**src/rtl/cpu_defs_pkg.sv**
```systemverilog
// cpu_defs: shared CPU definitions for the MIPS pipeline.
// Defines the inter-stage bus records, the exception record, the pipeline
// flush record, the one-hot load_op bit indices and the c0_op bit meanings.
package cpu_defs;

    // load_op one-hot bit indices
    localparam int LOAD_LW  = 0;
    localparam int LOAD_LB  = 1;
    localparam int LOAD_LBU = 2;
    localparam int LOAD_LH  = 3;
    localparam int LOAD_LHU = 4;
    localparam int LOAD_LWL = 5;
    localparam int LOAD_LWR = 6;

    // c0_op bit meanings
    localparam int C0_ERET = 0;
    localparam int C0_MTC0 = 1;
    localparam int C0_MFC0 = 2;

    typedef struct packed {
        logic        ex;
        logic [4:0]  excode;
        logic        bd;
        logic [31:0] badvaddr;
    } exception_t;

    typedef struct packed {
        logic        valid;
        logic [6:0]  load_op;
        logic [2:0]  c0_op;
        logic [7:0]  c0_addr;
        logic        res_from_mem;
        logic        rf_we;
        logic [4:0]  dest;
        logic [31:0] final_result;
        logic [31:0] pc;
        exception_t  exception;
    } es_to_ms_bus_t;

    typedef struct packed {
        logic        valid;
        logic [2:0]  c0_op;
        logic [7:0]  c0_addr;
        logic [3:0]  rf_wstrb;
        logic [4:0]  dest;
        logic [31:0] result;
        logic [31:0] pc;
        exception_t  exception;
    } ms_to_ws_bus_t;

    typedef struct packed {
        logic        op_mfc0;
        logic [4:0]  dest;
        logic [3:0]  rf_wstrb;
        logic [31:0] result;
    } ms_forward_bus_t;

    typedef struct packed {
        logic ex;
        logic eret;
    } pipeline_flush_t;

endpackage

```
**src/rtl/mem_stage_load_align.sv**
```systemverilog
// load_align: combinational load data alignment and extension.
// Ports:
//   load_op_i  one-hot load type (bit indices from cpu_defs)
//   a_i        low two address bits
//   r_i        raw SRAM read word
//   data_o     aligned / extended load data
//   wstrb_o    byte write strobe for LWL/LWR; all ones for other loads
module load_align
    import cpu_defs::*;
(
    input  logic [6:0]  load_op_i,
    input  logic [1:0]  a_i,
    input  logic [31:0] r_i,
    output logic [31:0] data_o,
    output logic [3:0]  wstrb_o
);

    logic [31:0] byte_word;
    logic [7:0]  byte_sel;
    logic [15:0] half_sel;
    logic [1:0]  lwl_sh;

    assign byte_word = r_i >> {a_i, 3'b000};
    assign byte_sel  = byte_word[7:0];
    // Halfword loads are aligned upstream, so only a[1] picks the half.
    assign half_sel  = a_i[1] ? r_i[31:16] : r_i[15:0];
    assign lwl_sh    = 2'd3 - a_i;

    always_comb begin
        // NOTE: defaults first so every path assigns both outputs; no latch.
        data_o  = r_i;
        wstrb_o = 4'b1111;
        if (load_op_i[LOAD_LB]) begin
            data_o = {{24{byte_sel[7]}}, byte_sel};
        end else if (load_op_i[LOAD_LBU]) begin
            data_o = {24'h0, byte_sel};
        end else if (load_op_i[LOAD_LH]) begin
            data_o = {{16{half_sel[15]}}, half_sel};
        end else if (load_op_i[LOAD_LHU]) begin
            data_o = {16'h0, half_sel};
        end else if (load_op_i[LOAD_LWL]) begin
            data_o  = r_i << {lwl_sh, 3'b000};
            wstrb_o = 4'b1111 << lwl_sh;
        end else if (load_op_i[LOAD_LWR]) begin
            data_o  = r_i >> {a_i, 3'b000};
            wstrb_o = 4'b1111 >> a_i;
        end
    end

endmodule

```
**src/rtl/mem_stage.sv**
```systemverilog
// mem_stage: memory-access stage of the five-stage MIPS pipeline.
// Registers the execute-to-memory bus, aligns synchronous SRAM read data,
// and drives the write-back and forwarding buses.
// Ports:
//   clk, reset        clock, synchronous active-high reset
//   ws_allowin        write-back can accept this cycle
//   ms_allowin        this stage can accept this cycle
//   es_to_ms_bus      instruction from execute
//   data_sram_rdata   read data for the request issued last cycle
//   ms_to_ws_bus      instruction to write-back
//   ms_forward_bus    forwarding info to decode
//   ms_wr_disable     exception/ERET pending: execute suppresses side effects
//   pipeline_flush    exception / ERET flush
module mem_stage
    import cpu_defs::*;
(
    input  logic            clk,
    input  logic            reset,
    input  logic            ws_allowin,
    output logic            ms_allowin,
    input  es_to_ms_bus_t   es_to_ms_bus,
    input  logic [31:0]     data_sram_rdata,
    output ms_to_ws_bus_t   ms_to_ws_bus,
    output ms_forward_bus_t ms_forward_bus,
    output logic            ms_wr_disable,
    input  pipeline_flush_t pipeline_flush
);

    logic          ms_valid_q;
    logic          first_q;
    es_to_ms_bus_t bus_q;
    logic [31:0]   hold_q;

    logic          ms_ready_go;
    logic          flush;
    logic [31:0]   align_data;
    logic [3:0]    align_wstrb;
    logic [31:0]   load_data;
    logic [31:0]   result;
    logic [3:0]    rf_wstrb;
    logic          partial_load;

    assign flush       = pipeline_flush.ex | pipeline_flush.eret;
    assign ms_ready_go = ms_valid_q;
    assign ms_allowin  = !ms_valid_q || (ms_ready_go && ws_allowin);

    // NOTE: sequential state uses non-blocking assignments only.
    always_ff @(posedge clk) begin
        if (reset) begin
            ms_valid_q <= 1'b0;
            first_q    <= 1'b0;
        end else if (flush) begin
            ms_valid_q <= 1'b0;
            first_q    <= 1'b0;
        end else if (ms_allowin) begin
            ms_valid_q <= es_to_ms_bus.valid;
            first_q    <= es_to_ms_bus.valid;
        end else begin
            first_q    <= 1'b0;
        end
    end

    // NOTE: data registers are not reset; they are qualified by ms_valid_q.
    always_ff @(posedge clk) begin
        if (es_to_ms_bus.valid && ms_allowin) begin
            bus_q <= es_to_ms_bus;
        end
        // SRAM data is only valid in the first cycle; keep it for a stall.
        if (first_q) begin
            hold_q <= align_data;
        end
    end

    load_align u_load_align (
        .load_op_i (bus_q.load_op),
        .a_i       (bus_q.final_result[1:0]),
        .r_i       (data_sram_rdata),
        .data_o    (align_data),
        .wstrb_o   (align_wstrb)
    );

    assign load_data    = first_q ? align_data : hold_q;
    assign result       = bus_q.res_from_mem ? load_data : bus_q.final_result;
    assign partial_load = bus_q.load_op[LOAD_LWL] | bus_q.load_op[LOAD_LWR];

    always_comb begin
        rf_wstrb = partial_load ? align_wstrb : {4{bus_q.rf_we}};
        if (!ms_valid_q || bus_q.exception.ex) begin
            rf_wstrb = 4'b0000;
        end
    end

    always_comb begin
        ms_to_ws_bus.valid     = ms_valid_q;
        ms_to_ws_bus.c0_op     = bus_q.c0_op;
        ms_to_ws_bus.c0_addr   = bus_q.c0_addr;
        ms_to_ws_bus.rf_wstrb  = rf_wstrb;
        ms_to_ws_bus.dest      = bus_q.dest;
        ms_to_ws_bus.result    = result;
        ms_to_ws_bus.pc        = bus_q.pc;
        ms_to_ws_bus.exception = bus_q.exception;
    end

    assign ms_forward_bus.op_mfc0  = bus_q.c0_op[C0_MFC0] & ms_valid_q;
    assign ms_forward_bus.dest     = bus_q.dest & {5{ms_valid_q}};
    assign ms_forward_bus.rf_wstrb = rf_wstrb;
    assign ms_forward_bus.result   = result;

    assign ms_wr_disable = ms_valid_q & (bus_q.exception.ex | bus_q.c0_op[C0_ERET]);

endmodule

```
**config.mk**
```make
export PLATFORM = sky130hd
export DESIGN_NAME = mem_stage
export DESIGN_NICKNAME = d
export VERILOG_FILES = /design/src/rtl/cpu_defs_pkg.sv /design/src/rtl/mem_stage_load_align.sv /design/src/rtl/mem_stage.sv
export SDC_FILE = /design/constraint.sdc
export NUM_CORES = 1
export LEC_CHECK = 0
export ABC_AREA = 1
export CAP_MARGIN = 20
export CORE_UTILIZATION = 40
export DETAILED_ROUTE_END_ITERATION = 10
export GPL_ROUTABILITY_DRIVEN = 1
export MAX_ROUTING_LAYER = met4
export PLACE_DENSITY = 0.81
export SYNTH_ARGS = -nofsm -noshare
export SYNTH_HDL_FRONTEND = slang
export SYNTH_HIERARCHICAL = 1
export SYNTH_SLANG_ARGS = --single-unit
export TNS_END_PERCENT = 10
```
**constraint.sdc**
```tcl
create_clock -name clk -period 8.9 [get_ports clk]
set_clock_uncertainty 0.1 [all_clocks]
set_input_delay 1.78 -clock clk [delete_from_list [all_inputs] [get_ports clk]]
set_output_delay 1.78 -clock clk [all_outputs]
set_load 0.01 [all_outputs]
```
==> impl_metrics.py <==
metrics = {
    "sta": {
        "period_minus_slack_ns": 6.07,
        "hold_ws_ns": 0.346,
        "hold_viol": 0,
        "setup_viol": 0,
        "clock.fmax_mhz": 165,
        "setup_ws_ns": 2.83,
        "rsz0062_at_grt": "false",
        "tns_ns": 0,
        "slew_violations": 0,
        "tightest_slew_ns": 1.09,
        "max_slew_margin_pct": 27.2,
        "finalCritPeriodShare_pct": 68.2,
    },
    "die": {
        "die_area_um2": 22700,
        "core_area_um2": 21400,
        "die_h_um": 151,
        "initial_core_util_pct": 41.3,
        "row_count": 53,
        "fp.dieW_um": 151,
        "ioPinCount": 334,
    },
    "logic_synthesis": {
        "syn_avg_cell_area_um2": 8.57,
        "yosys_warnings": 6,
        "syn_nets": 1195,
        "syn_area_um2": 8820,
        "synth_cells": 1029,
    },
    "global_routing": {
        "grt_pass1_wl_um": 37700,
        "grt_max_degree": 86,
        "grt_pass1_vias": 6688,
        "grt_usage_pct": 23.1,
        "antenna_found_initial": 1,
        "overflow": 0,
    },
    "setup_path": {
        "crit_path_start": "data_sram_rdata[7]",
        "worst-endpoint-arrival_ns": 4.19,
        "cp-endpoint": "ms_to_ws_bus[100]",
        "cp_data_required_time_ns": 7.02,
        "cp-start-kind": "primary input",
        "critPathCaptureType": "primary output",
        "r2r-end": "hold_q[17]",
        "crit_fanout": 24,
        "rrSetupSlack_ns": 6.08,
        "path_class": "primary input to primary output",
        "r2r_cells": 10,
        "r2r_start": "bus_q[127]",
    },
    "outcome": {
        "outcome": "finished, final reports clean",
    },
    "detailed_routing": {
        "num_vias": 7318,
        "ant_nets": 0,
        "drtIter0Drc": 590,
        "viasPerCell": 4.87,
        "drt_wl_total_um": 26200,
        "wl_per_cell_um": 17.4,
        "first_pass_iters": 7,
        "drc": 0,
    },
    "final_layout": {
        "final_core_util_pct": 55.8,
        "drive_gt1_share_pct": 7.33,
        "layout_commonest_cell": "nand2_1",
        "stdcell_count": 1504,
        "area_growth_pct": 35.2,
        "final_nets": 1382,
        "layout_common_cells": "nand2_1 (396), clkdlybuf4s50_1 (332), edfxtp_1 (127)",
        "final_cell_area_um2": 11900,
    },
    "clock_network": {
        "holdBufCountCts": 0,
        "clkTransAtPathRegs_ns": 0.06,
        "clockRootBuffer": "clkbuf_16",
        "numCtsBuffers": 17,
        "cts-htree-levels": 4,
        "insertion_delay_ns": 0.42,
        "clock_path_buffers": 2,
        "cts_setup_buffers": 0,
        "post_cts_resized": 0,
        "cts.sinks": 161,
        "cts_tree": "done",
    },
    "place": {
        "place.gp.congestion": 0.966,
        "numPlacedInstances": 1472,
        "postPlaceCellArea_um2": 11300,
        "dpl_worst_slack_ns": 2.85,
        "dp_hpwl_um": 19300,
        "portBuffers": 332,
    },
    "pwr": {
        "max-vdd-ir-drop_mv": 0.186,
        "p_leak_nw": 5.04,
        "design_power_total_mw": 2.17,
        "powerDensity_nw_per_um2": 182,
    },
    "run": {
        "cap_violations": 0,
    },
    "hold_path": {
        "hold_class": "register to register",
    },
}
-- registers in the layout (all words and copies together) (netlist names) --
signal and cells:
ms_to_ws_bus 87, first_q 1, ms_ready_go 1, bus_q 40, hold_q 32
-- power breakdown --
| group | leakage, nW | switching [mW] | internal (mW) |
|---|---|---|---|
| combinational | 3.19 | 0.245 | 0.232 |
| sequential | 1.53 | 0.0195 | 0.885 |
| clock | 0.316 | 0.313 | 0.480 |
| total | 5.04 | 0.577 | 1.60 |
-- routing by layer --
metal | vias up | wire length, µm | track usage, %
li1 | 3576 | - | -
met1 | 3291 | 9910 | 27.0
met2 | 411 | 13100 | 38.4
met3 | 40 | 2560 | 6.12
met4 | 0 | 569 | 7.83
met5 | - | 0 | -
-- worst min path at each step --
| stage | start | end | slack [ns] | cells past startpoint |
|---|---|---|---|---|
| after floorplan | hold_q[0] | hold_q[0] | 0.33 | 2 |
| after global placement | hold_q[10] | hold_q[10] | 0.33 | 2 |
| after detailed placement | hold_q[14] | hold_q[14] | 0.34 | 2 |
| after CTS | hold_q[14] | hold_q[14] | 0.35 | 2 |
| after global routing | hold_q[8] | hold_q[8] | 0.36 | 2 |
| final | hold_q[11] | hold_q[11] | 0.35 | 2 |
-- area by class of cell --
cell class	count	area, µm²
inverters	76	288
fillers	1927	9430
clock buffers	17	425
well taps	275	344
clock inverters	14	215
diodes	1	2.50
multi-input cells	620	2770
flip-flops and latches	161	4500
repair buffers	340	3380
-- critical path: stages --
cell	delay (ns)
clkdlybuf4s50_1	0.60
nand2_1	0.11
nand3_1	0.11
nand2_1	0.10
inv_2	0.07
nand2_2	0.24
nand2_1	0.15
nand2_1	0.07
o21ai_2	0.11
nand2_1	0.08
nand2_1	0.18
clkdlybuf4s50_1	0.58
Power figures use the tool's default switching activity.
==> RTL change: new RTL, same settings <==
Put a register stage on the output `ms_forward_bus`. The value now appears one clock later. The other outputs are not delayed to match.
--- a/src/rtl/mem_stage.sv
+++ b/src/rtl/mem_stage.sv
@@ -27,2 +27,4 @@
 );
+
+    ms_forward_bus_t ms_forward_bus_d;
 
@@ -103,6 +105,6 @@
 
-    assign ms_forward_bus.op_mfc0  = bus_q.c0_op[C0_MFC0] & ms_valid_q;
-    assign ms_forward_bus.dest     = bus_q.dest & {5{ms_valid_q}};
-    assign ms_forward_bus.rf_wstrb = rf_wstrb;
-    assign ms_forward_bus.result   = result;
+    assign ms_forward_bus_d.op_mfc0  = bus_q.c0_op[C0_MFC0] & ms_valid_q;
+    assign ms_forward_bus_d.dest     = bus_q.dest & {5{ms_valid_q}};
+    assign ms_forward_bus_d.rf_wstrb = rf_wstrb;
+    assign ms_forward_bus_d.result   = result;
 
@@ -110,2 +112,6 @@
 
+    always_ff @(posedge clk) begin
+        ms_forward_bus <= ms_forward_bus_d;
+    end
+
 endmodule
Check against the original RTL: not equivalent (Yosys sat finds a counterexample within 4 cycles, from zero or initial values).
==> RTL change against the original RTL <==
Via count increased by 5.2%. Wire length is 9.2% higher. Final area increased by 8.9%. Total power increased by 18%. Sequential cell count grew 42. Setup slack lost 0.046 ns. Largest cell class unchanged. Highest routed layer unchanged. Critical path type unchanged. Clock power increased by 22%. Synthesized area increased by 9.5%. Utilization is 0.85 points lower.
==> RTL change: results (changes against the original RTL) <==
placement:
  place.gp.congestion: 0.922  # -4.6%
  io_buffers: 332  # unchanged
  hpwl_um: 19900  # +3.0%
global_route:
  met3_usage_pct: 5.73  # -0.39 points
  track_usage_pct: 23.1  # about the same
  grt_pass1_vias: 7505  # +12%
  grt_pass1_wl_um: 42000  # +11%
  grt_max_degree: 100  # +16%
  use_met1_pct: 26.4  # -0.56 points
  grt_util_met2_pct: 39.8  # +1.4 points
clocking:
  htreeDepth: 1  # -3
  cts_buffers: 23  # +6
  clk_latency_ns: 0.50  # +0.08 ns
  cts_resized: 0  # unchanged
  post_cts_buffers: 0  # unchanged
  clockBufferDepth: 3  # +1
final_layout:
  drive_above_1_share_pct: 7.11  # -0.22 points
  finalNetCount: 1430  # +3.5%
min_path:
  hp-class: "reg -> reg"
  hold_start: "hold_q[23]"
worst_setup_path:
  worstPathArrival_ns: 4.23  # +0.04 ns
  timing.rr.start: "bus_q[127]"
sta:
  hold_violations: 0  # unchanged
  worst_pin_slew_ns: 0.871  # -0.220 ns
synth:
  syn_nets: 1237  # +3.5%
routing:
  firstDrtPassIters: 5  # -2
  drt_wl_total_um: 28600  # +9.2%
  viasPerCell: 4.81  # -1.1%
  drt_iter0_drc: 656  # +11%
power:
  p_leak_nw: 5.46  # +8.4%
  ir_drop_mv: 0.184  # -0.70%
status:
  status: "finished, final reports clean"
RTL change: routing by layer:
metal  routed length [um]  vias up
met2                14500      373
met1                10700     3552
met3                 2580       45
met5                    0        -
li1                     -     3732
met4                  733        0
RTL change: layout make-up:
type,instances,area (um2)
tap,319,399
inverter,76,288
clock buffer,29,618
clock inverter,12,156
multi-input combinational,620,2770
timing repair buffer,340,3420
antenna,1,2.50
sequential,203,5340
fill,2098,10600
RTL change: worst paths after layout:
check                           slack [ns]                  to  cells after the start
worst min register to register        0.34          hold_q[23]                      2
worst max-delay path                  2.79    ms_to_ws_bus[96]                     12
worst max register to register        5.99  ms_forward_bus[22]                     12
worst min-delay path                  0.34          hold_q[23]                      2
RTL change: stage by stage:
| step | area, um2 | setup slack [ns] | cells |
|---|---|---|---|
| 2_1_floorplan | 9660 | 1.03 | 1071 |
| 3_3_place_gp | 12200 | 2.82 | 1557 |
| 3_5_place_dp | 12200 | 2.80 | 1557 |
| 4_1_cts | 13000 | 2.78 | 1598 |
| 5_1_grt | 13000 | 2.61 | 1600 |
| 6_report | 13000 | 2.79 | 1600 |
RTL change: worst max-delay path, stage by stage:
cell and delay, ns:
clkdlybuf4s50_1 0.66, nand2_1 0.12, nand3_1 0.11, nand2_1 0.09, inv_2 0.08, nand2_2 0.23
nand2_1 0.16, nand2_1 0.08, o21ai_2 0.11, nand2_1 0.08, nand2_1 0.16, clkdlybuf4s50_1 0.57
RTL change: where the power goes:
group	leakage [nW]	total (mW)	internal [mW]	switching (mW)
registers	1.88	1.12	1.10	0.0266
logic	3.21	0.477	0.234	0.243
clock network	0.377	0.967	0.605	0.362
total	5.46	2.57	1.93	0.631
